<file path="src/rtl/pistorm_bus_pkg.sv">
// Shared definitions for the Pi-to-68k request path: register map, size codes,
// ADDR_HI field layout, queue entry format and issue FSM states.
package pistorm_bus_pkg;

  localparam logic [2:0] RegDataLo = 3'd0;
  localparam logic [2:0] RegDataHi = 3'd1;
  localparam logic [2:0] RegAddrLo = 3'd2;
  localparam logic [2:0] RegAddrHi = 3'd3;

  localparam logic [1:0] SizeByte = 2'd0;
  localparam logic [1:0] SizeWord = 2'd1;
  localparam logic [1:0] SizeLong = 2'd2;
  localparam logic [1:0] SizeBad  = 2'd3;

  localparam int unsigned AhAddrLsb = 0;
  localparam int unsigned AhSizeLsb = 8;
  localparam int unsigned AhReadBit = 10;
  localparam int unsigned AhFcLsb   = 11;

  typedef struct packed {
    logic [23:0] addr;
    logic [2:0]  fc;
    logic        read;
    logic [1:0]  size;
    logic [31:0] data;
  } entry_t;

  typedef enum logic [2:0] {
    StIdle,
    StIssue1,
    StWait1,
    StIssue2,
    StWait2
  } state_e;

endpackage

</file>
<file path="src/rtl/sync_fifo.sv">
// Single-clock FIFO with count; a push while full is taken only alongside a pop.
module sync_fifo #(
  parameter int unsigned Width = 8,
  parameter int unsigned Depth = 4
) (
  input  logic                     clk_i,
  input  logic                     rst_i,
  input  logic                     push_i,
  input  logic                     pop_i,
  input  logic [Width-1:0]         wdata_i,
  output logic [Width-1:0]         rdata_o,
  output logic                     full_o,
  output logic                     empty_o,
  output logic [$clog2(Depth):0]   count_o
);

  localparam int unsigned PtrW = $clog2(Depth);
  localparam int unsigned CntW = PtrW + 1;

  logic [Width-1:0] mem_q [Depth];
  logic [PtrW-1:0]  wptr_q, rptr_q;
  logic [CntW-1:0]  count_q;
  logic             do_push, do_pop;

  assign empty_o = (count_q == '0);
  assign full_o  = (count_q == CntW'(Depth));
  assign count_o = count_q;
  assign rdata_o = mem_q[rptr_q];

  assign do_pop  = pop_i && !empty_o;
  assign do_push = push_i && (!full_o || do_pop);

  always_ff @(posedge clk_i) begin
    if (rst_i) begin
      wptr_q  <= '0;
      rptr_q  <= '0;
      count_q <= '0;
    end else begin
      if (do_push) wptr_q <= wptr_q + 1'b1;
      if (do_pop)  rptr_q <= rptr_q + 1'b1;
      count_q <= count_q + CntW'(do_push) - CntW'(do_pop);
    end
  end

  always_ff @(posedge clk_i) begin
    if (do_push) mem_q[wptr_q] <= wdata_i;
  end

endmodule

</file>
<file path="src/rtl/pi_request_queue.sv">
// Queues Pi register-port bus requests and issues them in order to the 68k bus engine,
// splitting long accesses into two word cycles (high word first).
module pi_request_queue
  import pistorm_bus_pkg::*;
#(
  parameter int unsigned DEPTH = 4
) (
  input  logic        sys_clk,
  input  logic        sys_rst,
  input  logic        wr_strobe,
  input  logic [2:0]  wr_reg,
  input  logic [15:0] wr_data,
  output logic        cyc_valid,
  input  logic        cyc_ready,
  output logic [23:0] cyc_addr,
  output logic [2:0]  cyc_fc,
  output logic        cyc_read,
  output logic [1:0]  cyc_size,
  output logic [15:0] cyc_wdata,
  input  logic        rsp_valid,
  input  logic [15:0] rsp_data,
  output logic [31:0] rdata,
  output logic        rdata_valid,
  output logic        busy,
  output logic        overflow,
  output logic        bad_size
);

  localparam int unsigned CntW = $clog2(DEPTH) + 1;

  state_e      state_q, state_d;
  logic [31:0] data_q, data_d;
  logic [15:0] addr_lo_q, addr_lo_d;
  logic        cyc_valid_q, cyc_valid_d;
  logic [23:0] cyc_addr_q, cyc_addr_d;
  logic [2:0]  cyc_fc_q, cyc_fc_d;
  logic        cyc_read_q, cyc_read_d;
  logic [1:0]  cyc_size_q, cyc_size_d;
  logic [15:0] cyc_wdata_q, cyc_wdata_d;
  logic [31:0] rdata_q, rdata_d;
  logic        rdata_valid_q, rdata_valid_d;
  logic        overflow_q, overflow_d;
  logic        bad_size_q, bad_size_d;

  entry_t          head, new_entry;
  logic            fifo_push, fifo_pop, fifo_full, fifo_empty;
  logic [CntW-1:0] fifo_count;
  logic            commit, head_long;
  logic            unused_wr_data;

  assign unused_wr_data = ^wr_data[15:14];

  assign commit    = wr_strobe && (wr_reg == RegAddrHi);
  assign head_long = (head.size == SizeLong);

  assign new_entry.addr = {wr_data[AhAddrLsb +: 8], addr_lo_q};
  assign new_entry.fc   = wr_data[AhFcLsb +: 3];
  assign new_entry.read = wr_data[AhReadBit];
  assign new_entry.size = wr_data[AhSizeLsb +: 2];
  assign new_entry.data = data_q;

  sync_fifo #(
    .Width ($bits(entry_t)),
    .Depth (DEPTH)
  ) u_fifo (
    .clk_i   (sys_clk),
    .rst_i   (sys_rst),
    .push_i  (fifo_push),
    .pop_i   (fifo_pop),
    .wdata_i (new_entry),
    .rdata_o (head),
    .full_o  (fifo_full),
    .empty_o (fifo_empty),
    .count_o (fifo_count)
  );

  always_comb begin
    state_d       = state_q;
    data_d        = data_q;
    addr_lo_d     = addr_lo_q;
    cyc_valid_d   = cyc_valid_q;
    cyc_addr_d    = cyc_addr_q;
    cyc_fc_d      = cyc_fc_q;
    cyc_read_d    = cyc_read_q;
    cyc_size_d    = cyc_size_q;
    cyc_wdata_d   = cyc_wdata_q;
    rdata_d       = rdata_q;
    rdata_valid_d = rdata_valid_q;
    overflow_d    = overflow_q;
    bad_size_d    = bad_size_q;
    fifo_push     = 1'b0;
    fifo_pop      = 1'b0;

    unique case (state_q)
      StIdle: begin
        if (!fifo_empty) begin
          state_d     = StIssue1;
          cyc_valid_d = 1'b1;
          cyc_addr_d  = head.addr;
          cyc_fc_d    = head.fc;
          cyc_read_d  = head.read;
          cyc_size_d  = head_long ? SizeWord : head.size;
          cyc_wdata_d = head_long ? head.data[31:16] : head.data[15:0];
        end
      end
      StIssue1: begin
        if (cyc_ready) begin
          cyc_valid_d = 1'b0;
          state_d     = StWait1;
        end
      end
      StWait1: begin
        if (rsp_valid) begin
          if (head_long) begin
            if (head.read) rdata_d[31:16] = rsp_data;
            state_d     = StIssue2;
            cyc_valid_d = 1'b1;
            cyc_addr_d  = head.addr + 24'd2;
            cyc_wdata_d = head.data[15:0];
          end else begin
            if (head.read) begin
              rdata_d       = {16'h0, rsp_data};
              rdata_valid_d = 1'b1;
            end
            fifo_pop = 1'b1;
            state_d  = StIdle;
          end
        end
      end
      StIssue2: begin
        if (cyc_ready) begin
          cyc_valid_d = 1'b0;
          state_d     = StWait2;
        end
      end
      StWait2: begin
        if (rsp_valid) begin
          if (head.read) begin
            rdata_d[15:0] = rsp_data;
            rdata_valid_d = 1'b1;
          end
          fifo_pop = 1'b1;
          state_d  = StIdle;
        end
      end
      default: state_d = StIdle;
    endcase

    // A newly committed read supersedes any result landing in the same cycle.
    if (commit) begin
      if (new_entry.size == SizeBad) begin
        bad_size_d = 1'b1;
      end else if (!fifo_full || fifo_pop) begin
        fifo_push = 1'b1;
        if (new_entry.read) rdata_valid_d = 1'b0;
      end else begin
        overflow_d = 1'b1;
      end
    end

    if (wr_strobe) begin
      case (wr_reg)
        RegDataLo: data_d[15:0]  = wr_data;
        RegDataHi: data_d[31:16] = wr_data;
        RegAddrLo: addr_lo_d     = wr_data;
        default:   ;
      endcase
    end
  end

  always_ff @(posedge sys_clk) begin
    if (sys_rst) begin
      state_q       <= StIdle;
      data_q        <= '0;
      addr_lo_q     <= '0;
      cyc_valid_q   <= 1'b0;
      cyc_addr_q    <= '0;
      cyc_fc_q      <= '0;
      cyc_read_q    <= 1'b0;
      cyc_size_q    <= '0;
      cyc_wdata_q   <= '0;
      rdata_q       <= '0;
      rdata_valid_q <= 1'b0;
      overflow_q    <= 1'b0;
      bad_size_q    <= 1'b0;
    end else begin
      state_q       <= state_d;
      data_q        <= data_d;
      addr_lo_q     <= addr_lo_d;
      cyc_valid_q   <= cyc_valid_d;
      cyc_addr_q    <= cyc_addr_d;
      cyc_fc_q      <= cyc_fc_d;
      cyc_read_q    <= cyc_read_d;
      cyc_size_q    <= cyc_size_d;
      cyc_wdata_q   <= cyc_wdata_d;
      rdata_q       <= rdata_d;
      rdata_valid_q <= rdata_valid_d;
      overflow_q    <= overflow_d;
      bad_size_q    <= bad_size_d;
    end
  end

  assign cyc_valid   = cyc_valid_q;
  assign cyc_addr    = cyc_addr_q;
  assign cyc_fc      = cyc_fc_q;
  assign cyc_read    = cyc_read_q;
  assign cyc_size    = cyc_size_q;
  assign cyc_wdata   = cyc_wdata_q;
  assign rdata       = rdata_q;
  assign rdata_valid = rdata_valid_q;
  assign overflow    = overflow_q;
  assign bad_size    = bad_size_q;
  assign busy        = (fifo_count != '0) || (state_q != StIdle);

endmodule

</file>
<file path="config.mk">
export PLATFORM = sky130hd
export DESIGN_NAME = pi_request_queue
export DESIGN_NICKNAME = d
export VERILOG_FILES = /design/src/rtl/pistorm_bus_pkg.sv /design/src/rtl/sync_fifo.sv /design/src/rtl/pi_request_queue.sv
export SDC_FILE = /design/constraint.sdc
export NUM_CORES = 1
export LEC_CHECK = 0
export ABC_AREA = 1
export BUFFER_PORTS_ARGS = -buffer_cell sky130_fd_sc_hd__buf_2
export CAP_MARGIN = 20
export CORE_MARGIN = 5
export CORE_UTILIZATION = 54
export DETAILED_ROUTE_END_ITERATION = 10
export GPL_TIMING_DRIVEN = 0
export PLACE_DENSITY_LB_ADDON = 0.3
export SLEW_MARGIN = 20
export SYNTH_ARGS = -nofsm -noshare
export SYNTH_HDL_FRONTEND = slang
export SYNTH_SLANG_ARGS = --single-unit
</file>
<file path="constraint.sdc">
create_clock -name sys_clk -period 4.5 [get_ports sys_clk]
set_input_delay 0.9 -clock sys_clk [delete_from_list [all_inputs] [get_ports sys_clk]]
set_output_delay 0.9 -clock sys_clk [all_outputs]
set_load 0.005 [all_outputs]
</file>
==> results.md <==
* Status: finished, final reports clean
* Vias in the first global route at 11500
* Aggregate global-route resource usage at 0.255
* Post-Route WL at 42100 µm
* Hold Crit Class: flip-flop to flip-flop
* Commonest non-fill, non-tap cell in the layout: nand2_1
* CTS Sinks at 390
* Tcrit/Tclk final at 0.861
* CTS tree: built
* Hold path endpoint: cyc_addr[11]
* First-pass GRT wire length at 65400 µm
* Maximum number of pins on one net before global-route repair at 24
* Detailed Routing Iterations Pass 1 at 5
* H-tree levels at 2
* Yosys top cell by area: edfxtp_1
* Asr flop ratio synth at 0
* RSZ-0062 raised after global routing: false
* Via count at 12000
* Share of layout cells above drive strength 1 at 0.148
* DP HPWL at 28900 µm
* CP delay by family, top: simple AND/OR/NAND/NOR gates
* Critical Path Fanout Max at 20
* Filler cell count in the final layout at 2232
* Hold_buf cts at 0
* Clk_lat worst skew at 0.54 ns
* HP Start: cyc_addr[11]
* WL/cell at 19.7 µm
* Final Hold Fails at 0
* Worst-margin pin slew at 1.11 ns
* Worst path slowest cell: a2111oi_0
* Initial antenna violation count at 0
* Commonest non-fill, non-tap cells in the layout: nand2_1 (321), nor2_1 (250), edfxtp_1 (248), o21ai_0 (179), buf_2 (148)
* Num CTS Buffers at 40
* Hold Path Depth at 2
* Die X-Extent at 180 µm
* Largest family of logic cells by synthesized area: simple AND/OR/NAND/NOR gates
* Max VDD drop at 0.263 mV
* Reg2reg path depth at 13
* Nets at 1773
* Initial Utilization at 0.545
* FF+latch count, synth at 390
* Clock Skew at 0.00942 ns
* Syn nets at 1597
* Cell variety after synth at 39
* CP arrival at 4.12 ns
* Max-cap violations at 0
* Synth Area in XOR/XNOR at 0.00561
* EDFF count, synth at 248
* Max-slew violation count at 0
* Syn Area/Cell at 10.1 µm²
* Leakage power total at 7.31 nW
* Area share of and/or/nand/nor cells after synthesis at 0.173
* Vias per inst at 5.62
* Mux cell area share after synthesis at 0
* Worst r2r dst: u_fifo.mem_q[2][55]
* Design area at 18300 µm²
* GR Overflow Total at 0
* Root Buffer: clkbuf_16
* Power Dens Cells at 456 nW/µm²
* Max clock buf depth at 3
* Bufs and invs on worst path at 5
* Cells after synthesis at 1549
* Synth-to-Final Area Change at 17.3%
* Crit path cell chain: buf_2 > nor2_1 > inv_1 > a2111oi_0 > nand2_1 > nor2_4 > buf_16 > buf_12 > buf_16
* I/O Buffers at 122
* Share of the synthesized area in the top cell type at 0.477
* Fmax at 0.258 GHz
* Startpoint Class: primary input
* Dpl cell area at 17000 µm²
* Most frequent cell on the critical path: buf_16
* Routability cong. at 0.891
* Final worst path period need at 3.88 ns
* Core Util, Final at 0.640
* Compound-gate portion of the synthesized area at 0.112
* Power Total at 8.36 mW
* YS warnings at 0
* R2R Setup Slk at 1.22 ns
* Critical Path Sink Type: flip-flop
* Final hold slack at 0.462 ns
* Row count at 62
* Relative slew margins at 0.238
* Crit Path Category: primary input to flip-flop
* Die area at 32400 µm²
* Adder-Cell Fraction of Synth Area at 0.00689
* Seq/Total Area, Yosys at 0.659
* Initial DRC Count at 1348
* Slowest cell delay on critical path at 0.89 ns
* Setup bufs post-CTS at 0
* Worst Path Required at 4.74 ns
* Clock transition at the registers of the reported paths at 0.06 ns
* Core area at 28600 µm²
* Post-route ant nets at 0
* Antenna Cells at 0
* Setup violations, final at 0
* Mapped cell area at 15600 µm²
* IO Count at 123
* Synth area leaders: edfxtp_1 (48%), dfxtp_1 (18%), nand2_1 (7.7%)
* Residual DRC at 0
* Die H at 180 µm
* Top FF cell, synth: edfxtp_1
* Post_cts resized at 0
[cells in the mapped netlist (2+ instances only)]
master and number:
clkbuf_1 46, inv_2 6, nor2_2 3, nand2_1 321
buf_1 2, nor2_4 3, a31oi_1 5, nand4_1 6
buf_6 4, buf_2 26, nor2_1 254, ha_1 7
buf_4 4, edfxtp_1 248, nand3_1 78, o22a_1 16
o22ai_1 17, dfxtp_1 142, o21ai_0 179, xnor2_1 2
a211oi_2 8, o211ai_2 2, o21ai_1 3, a211oi_1 10
a21oi_1 60, inv_1 73, xor2_1 8, nor3_1 5
[through the flow]
| step | TNS [ns] | setup slack [ns] | cells |
|---|---|---|---|
| finish | 0 | 0.623 | 2141 |
| global route | 0 | 0.509 | 2141 |
| CTS | 0 | 0.605 | 2141 |
| detailed placement | 0 | 0.234 | 2067 |
| global placement | -835.45 | -3.46 | 2055 |
| floorplan | -74.50 | -0.300 | 1549 |
[kinds of logic (layout without fill, tap and decap cells)]
logic type,after synthesis,in the layout
compound gates,306,306
xor+xnor,10,10
fa+ha+maj,8,8
buf+inv,161,369
flops,390,390
simple gates,674,674
[registers in the layout, summed over array words and instances (netlist names), named ones only]
register / count
addr_lo_q: 16
bad_size: 1
cyc_addr: 24
cyc_fc: 3
cyc_read: 1
cyc_size: 2
cyc_valid: 1
cyc_wdata: 16
data_q: 32
overflow: 1
rdata: 32
rdata_valid: 1
state_q: 3
u_fifo.count_o: 3
u_fifo.mem_q: 248
u_fifo.rptr_q: 2
u_fifo.wptr_q: 2
[worst max-delay path by stage]
| stage | startpoint | endpoint | cells after the start | slack (ns) |
|---|---|---|---|---|
| floorplan | wr_strobe | u_fifo.mem_q[0][0] | 6 | -0.30 |
| global placement | wr_reg[2] | u_fifo.mem_q[0][55] | 6 | -3.46 |
| detailed placement | wr_reg[2] | u_fifo.mem_q[2][1] | 9 | 0.23 |
| CTS | wr_reg[2] | u_fifo.mem_q[2][59] | 9 | 0.60 |
| global route | wr_strobe | u_fifo.mem_q[2][60] | 10 | 0.51 |
| finish | wr_reg[2] | u_fifo.mem_q[2][55] | 9 | 0.62 |
[layout make-up]
| class | instances | area, µm² | share of cell area |
|---|---|---|---|
| Inverter | 79 | 297 | 0.0162 |
| Clock buffer | 51 | 1110 | 0.0609 |
| Sequential cell | 390 | 10300 | 0.562 |
| Buffer | 82 | 385 | 0.0210 |
| Clock inverter | 23 | 175 | 0.00957 |
| Timing Repair Buffer | 134 | 898 | 0.0491 |
| Tap cell | 384 | 480 | 0.0262 |
| Multi-Input combinational cell | 998 | 4670 | 0.255 |
[worst reg2reg max path, delay by kind of cell, from the launching register on]
kind / cells / cell delay (ns)
and+or+nand+nor: 6 / 1.49
buffers and inverters: 6 / 0.98
DFF: 1 / 0.32
AOI/OAI and AO/OA: 1 / 0.18
[where the power goes]
group | switching, mW | internal (mW)
clock network | 1.35 | 1.87
registers | 0.0993 | 3.96
logic | 0.719 | 0.348
total | 2.17 | 6.19
[layer usage]
layer | vias to the layer above | track usage | share of wire
met1 | 5697 | 0.354 | 0.40
li1 | 5646 | - | -
met5 | - | 0 | 0
met2 | 595 | 0.418 | 0.47
met4 | 0 | 0.0759 | 0.032
met3 | 89 | 0.0426 | 0.098
No activity file was read; power rests on OpenSTA's default activity.
